==> src/rtl/keypad_scanner.sv <==
// rtl/keypad_scanner.sv - 4x4 keypad column scanner with row sync and press/release debounce
// Emits rcBits = {captured rows, column strobe} for the key-update evaluator.
module keypad_scanner #(
  parameter int SCAN_TICKS     = 50000,
  parameter int DEBOUNCE_TICKS = 4
) (
  input  logic       clk,
  input  logic       reset,
  input  logic [3:0] rows,
  output logic [3:0] cols,
  output logic [7:0] rcBits,
  output logic       keyValid,
  output logic [3:0] keyIndex
);

  localparam int TW = $clog2(SCAN_TICKS);
  localparam int DW = (DEBOUNCE_TICKS > 1) ? $clog2(DEBOUNCE_TICKS) : 1;
  localparam logic [TW-1:0] TICK_LAST = TW'(SCAN_TICKS - 1);
  localparam logic [DW-1:0] DB_LAST   = DW'(DEBOUNCE_TICKS - 1);

  typedef enum logic [1:0] {
    SCAN     = 2'd0,
    DEBOUNCE = 2'd1,
    HELD     = 2'd2,
    RELEASE  = 2'd3
  } state_t;

  state_t        state;
  logic [TW-1:0] tickCnt;
  logic [DW-1:0] dbCnt;
  logic [3:0]    rowsM;
  logic [3:0]    rowsS;
  logic [3:0]    rowsCap;
  logic          tick;

  assign tick = (tickCnt == TICK_LAST);

  // Index of the lowest set bit; for a one-hot input this is its position.
  function automatic logic [1:0] lowIdx(input logic [3:0] v);
    if (v[0])      lowIdx = 2'd0;
    else if (v[1]) lowIdx = 2'd1;
    else if (v[2]) lowIdx = 2'd2;
    else if (v[3]) lowIdx = 2'd3;
    else           lowIdx = 2'd0;
  endfunction

  always_ff @(posedge clk) begin
    if (reset) begin
      state    <= SCAN;
      tickCnt  <= '0;
      dbCnt    <= '0;
      rowsM    <= 4'b0000;
      rowsS    <= 4'b0000;
      rowsCap  <= 4'b0000;
      cols     <= 4'b0001;
      rcBits   <= 8'h01;
      keyValid <= 1'b0;
      keyIndex <= 4'h0;
    end else begin
      rowsM   <= rows;
      rowsS   <= rowsM;
      tickCnt <= tick ? '0 : tickCnt + 1'b1;

      if (tick) begin
        unique case (state)
          SCAN: begin
            if (rowsS == 4'b0000) begin
              cols   <= {cols[2:0], cols[3]};
              rcBits <= {4'b0000, cols[2:0], cols[3]};
            end else begin
              // Column stays put so cols still names the pressed key's column.
              rowsCap <= rowsS;
              dbCnt   <= '0;
              state   <= DEBOUNCE;
            end
          end
          DEBOUNCE: begin
            if (rowsS == rowsCap) begin
              if (dbCnt == DB_LAST) begin
                state    <= HELD;
                keyValid <= 1'b1;
                rcBits   <= {rowsCap, cols};
                keyIndex <= {lowIdx(rowsCap), lowIdx(cols)};
              end else begin
                dbCnt <= dbCnt + 1'b1;
              end
            end else begin
              state <= SCAN;
            end
          end
          HELD: begin
            if (rowsS == 4'b0000) begin
              dbCnt    <= '0;
              state    <= RELEASE;
              keyValid <= 1'b0;
              rcBits   <= {4'b0000, cols};
            end
          end
          RELEASE: begin
            if (rowsS == 4'b0000) begin
              if (dbCnt == DB_LAST) state <= SCAN;
              else                  dbCnt <= dbCnt + 1'b1;
            end else begin
              // Contact bounce on release: resume the held key as captured.
              dbCnt    <= '0;
              state    <= HELD;
              keyValid <= 1'b1;
              rcBits   <= {rowsCap, cols};
            end
          end
          default: state <= SCAN;
        endcase
      end
    end
  end

endmodule

==> config.mk <==
export PLATFORM = sky130hd
export DESIGN_NAME = keypad_scanner
export DESIGN_NICKNAME = d
export VERILOG_FILES = /design/src/rtl/keypad_scanner.sv
export SDC_FILE = /design/constraint.sdc
export NUM_CORES = 1
export LEC_CHECK = 0
export BUFFER_PORTS_ARGS = -buffer_cell sky130_fd_sc_hd__buf_2
export CORE_UTILIZATION = 50
export CTS_CLUSTER_SIZE = 24
export DETAILED_ROUTE_END_ITERATION = 16
export PLACE_DENSITY = 0.7
export SLEW_MARGIN = 10
export SYNTH_ARGS = -nofsm -noshare
export SYNTH_HDL_FRONTEND = slang
export SYNTH_SLANG_ARGS = --single-unit
==> constraint.sdc <==
create_clock -name clk -period 5.5 [get_ports clk]
set_input_delay 0.825 -clock clk [delete_from_list [all_inputs] [get_ports clk]]
set_output_delay 0.825 -clock clk [all_outputs]
set_load 0.01 [all_outputs]
==> qor.csv <==
metric,value,unit
status,completed,
Leakage Power,0.868,nW
vias in the first global route,1419,
syn_area_per_cell,8.97,um2
number of port buffers,22,
Non-Filler Instances,304,
met3 WL post-DR,254,um
total wire length,4.05,mm
Final Power,592,uW
worst slew pin tran,1100,ps
initial antenna violation count,0,
Switching Fraction,23.2,%
synth warn,0,
core area,4030,um2
Post-Synthesis Net Count,243,
largest area contributor in the netlist,dfxtp_1,
initial DRC count,116,
Avg WL per Cell,13.3,um
Crit Path Category,reg -> reg,
Die Footprint,4500,um2
final hold slack,441,ps
DR top layer,met4,
Tmin final,2450,ps
first-pass GRT wire length,6.53,mm
die height,67.1,um
clock share of power,35.1,%
CTS Buffer Depth,2,
layout cell share with drive strength beyond 1,15.4,%
Crit. End Element,register,
power share of the combinational group,3.7,%
clock sinks,49,
CTS tree,yes,
"top cells by area, synth","dfxtp_1, nor2_1, xnor2_1",
Rel. slew slack,25.2,%
CP max stage cell,or4_1,
routed via count,1694,
Fin. Hold Viols,0,
cts hold-fix bufs,0,
Die W,67.1,um
routability cong.,0.856,
clock tree root buffer cell,clkbuf_8,
Placed Cells,296,
final setup fails,0,
CTS H-tree lvls,2,
Area growth syn-to-layout,10.1,%
Post-synth top flop,dfxtp_1,
Mapped Area,2120,um2
Antenna Nets Post-Route,0,
PD cells,254,nW/um2
"CTS clk-pin slew, worst paths",90,ps
RSZ-0062 raised after global routing,false,
Reg power frac,61.2,%
Final Net Count,260,
sw power,137,uW
row count,23,
global route overflow,0,
Max Cap Violations,0,
Layout fillers,377,
Max Slew Vio Count,0,
"EDFF count, synth",0,
maximum clock frequency,408,MHz
WP data required,5750,ps
post_cts resized,0,
Tightest Hold Check Type,reg -> reg,
Internal Power,454,uW
largest fanout on the critical path,16,
WP data arrival,2700,ps
Sum Neg Setup Slack,0,ps
crit-path cells,ha_1 -> and3_1 -> nand4_2 -> or4_1 -> nor4_2 -> a31o_1,
DRC,0,
share of flip-flops with an asynchronous set or reset,0,%
Global Route Usage Sum,19.6,%
Peak VDD IR,0.189,mV
Skew-Pair Late Insertion Delay,310,ps
period utilization,44.5,%
initial core utilization,52.5,%
clock skew,12.9,ps
ANT cells,0,
CTS Buf Count,5,
I/O pin count,23,
first drt pass iteration count,4,
nature of the critical path startpoint,register,
post-synth top area share,46.4,%
synthesized instance count,236,
maximum number of pins on one net before global-route repair,32,
post-synth cell types,37,
setup bufs post-CTS,0,
via/cell ratio,5.57,
met2 wire length,1.61,mm
WL met1,2.12,mm
CP max stage delay,830,ps
sequential share of the synthesized area,46.4,%
post-DP HPWL,2.74,mm
"FF+latch count, synth",49,
-- area by class of cell --
type	count	area (um2)	area share, %
Clock buffer	5	68.8	2.96
Clock inverter	3	17.5	0.752
Inverter	4	15.0	0.645
Multi-Input combinational cell	171	1070	46.1
Sequential cell	49	981	42.1
Tap cell	50	62.6	2.69
Timing Repair Buffer	22	110	4.73
-- power by group through the flow --
stage / combinational (mW) / sequential [mW] / clock [mW]
after floorplan: 0.0167 / 0.370 / 0
after global placement: 0.0216 / 0.370 / 0
after detailed placement: 0.0217 / 0.371 / 0
after CTS: 0.0218 / 0.362 / 0.216
after global routing: 0.0243 / 0.363 / 0.227
final: 0.0218 / 0.362 / 0.208
-- final timing paths --
check,slack (ps),cells past startpoint,to,start
max,3050,6,keyIndex[2]$_SDFFE_PP0P_,tickCnt[0]$_SDFF_PP0_
min,440,1,rowsS[0]$_SDFF_PP0_,rowsM[0]$_SDFF_PP0_
max reg2reg,3050,6,keyIndex[2]$_SDFFE_PP0P_,tickCnt[0]$_SDFF_PP0_
min reg2reg,440,1,rowsS[0]$_SDFF_PP0_,rowsM[0]$_SDFF_PP0_
-- synthesized netlist by cell type (2+ instances only) --
cell type,count
dfxtp_1,49
nor2_1,32
a21oi_1,18
nand2_1,15
o21ai_0,14
xnor2_1,13
clkbuf_1,10
nor2b_1,9
nor3_1,8
mux2i_1,7
nand3_1,7
and3_1,6
xor2_1,6
nand4_1,5
a311oi_1,4
a31o_1,4
inv_1,4
nor4_2,4
nor4_1,2
or4_1,2
-- stage by stage --
stage                     worst slack (ps)  utilization [%]  instance area, um2
after global routing                  2900             57.8                2330
after detailed placement              3060             55.7                2240
after CTS                             3040             57.8                2330
final                                 3050             57.8                2330
after global placement                3040             55.7                2240
after floorplan                       3560                -                2120
-- layer usage --
layer  vias to the layer above  GRT usage, %
li1                        863             -
met1                       763          27.9
met2                        62          27.4
met3                         6          5.14
met4                         0          7.98
met5                         -             0
-- registers in the layout (all words and copies together), names as in the netlist --
| register | flops |
|---|---|
| rowsS | 4 |
| rowsM | 4 |
| dbCnt | 2 |
| state | 2 |
| tickCnt | 16 |
| rcBits | 8 |
| keyIndex | 4 |
| rowsCap | 4 |
| cols | 4 |
| keyValid | 1 |
-- cells in the final DEF (no fill, tap or decap), types with 5 or more instances in the layout --
master	instances
buf_2	22
xor2_1	6
o21ai_0	14
clkbuf_8	5
nor3_1	8
dfxtp_1	49
a21oi_1	18
nor2b_1	9
and3_1	6
nor2_1	32
nand2_1	15
mux2i_1	7
nand3_1	7
nand4_1	5
xnor2_1	13
-- cells by family after synthesis --
logic type	Yosys count	synth area share [%]
flops	49	46.4
buf+inv	16	2.90
compound gates	45	12.9
mux	9	4.38
fa+ha+maj	1	0.591
xor+xnor	19	7.87
simple gates	97	25.0
-- critical path, delay by kind of cell, from the launching register on --
family	cells	cell delay (ps)
AO/OA/AOI/OAI	1	130
adder cells (fa/ha/maj)	1	200
AND/OR/NAND/NOR	4	1710
flip-flops	1	360
No activity file was read; power rests on OpenSTA's default activity.
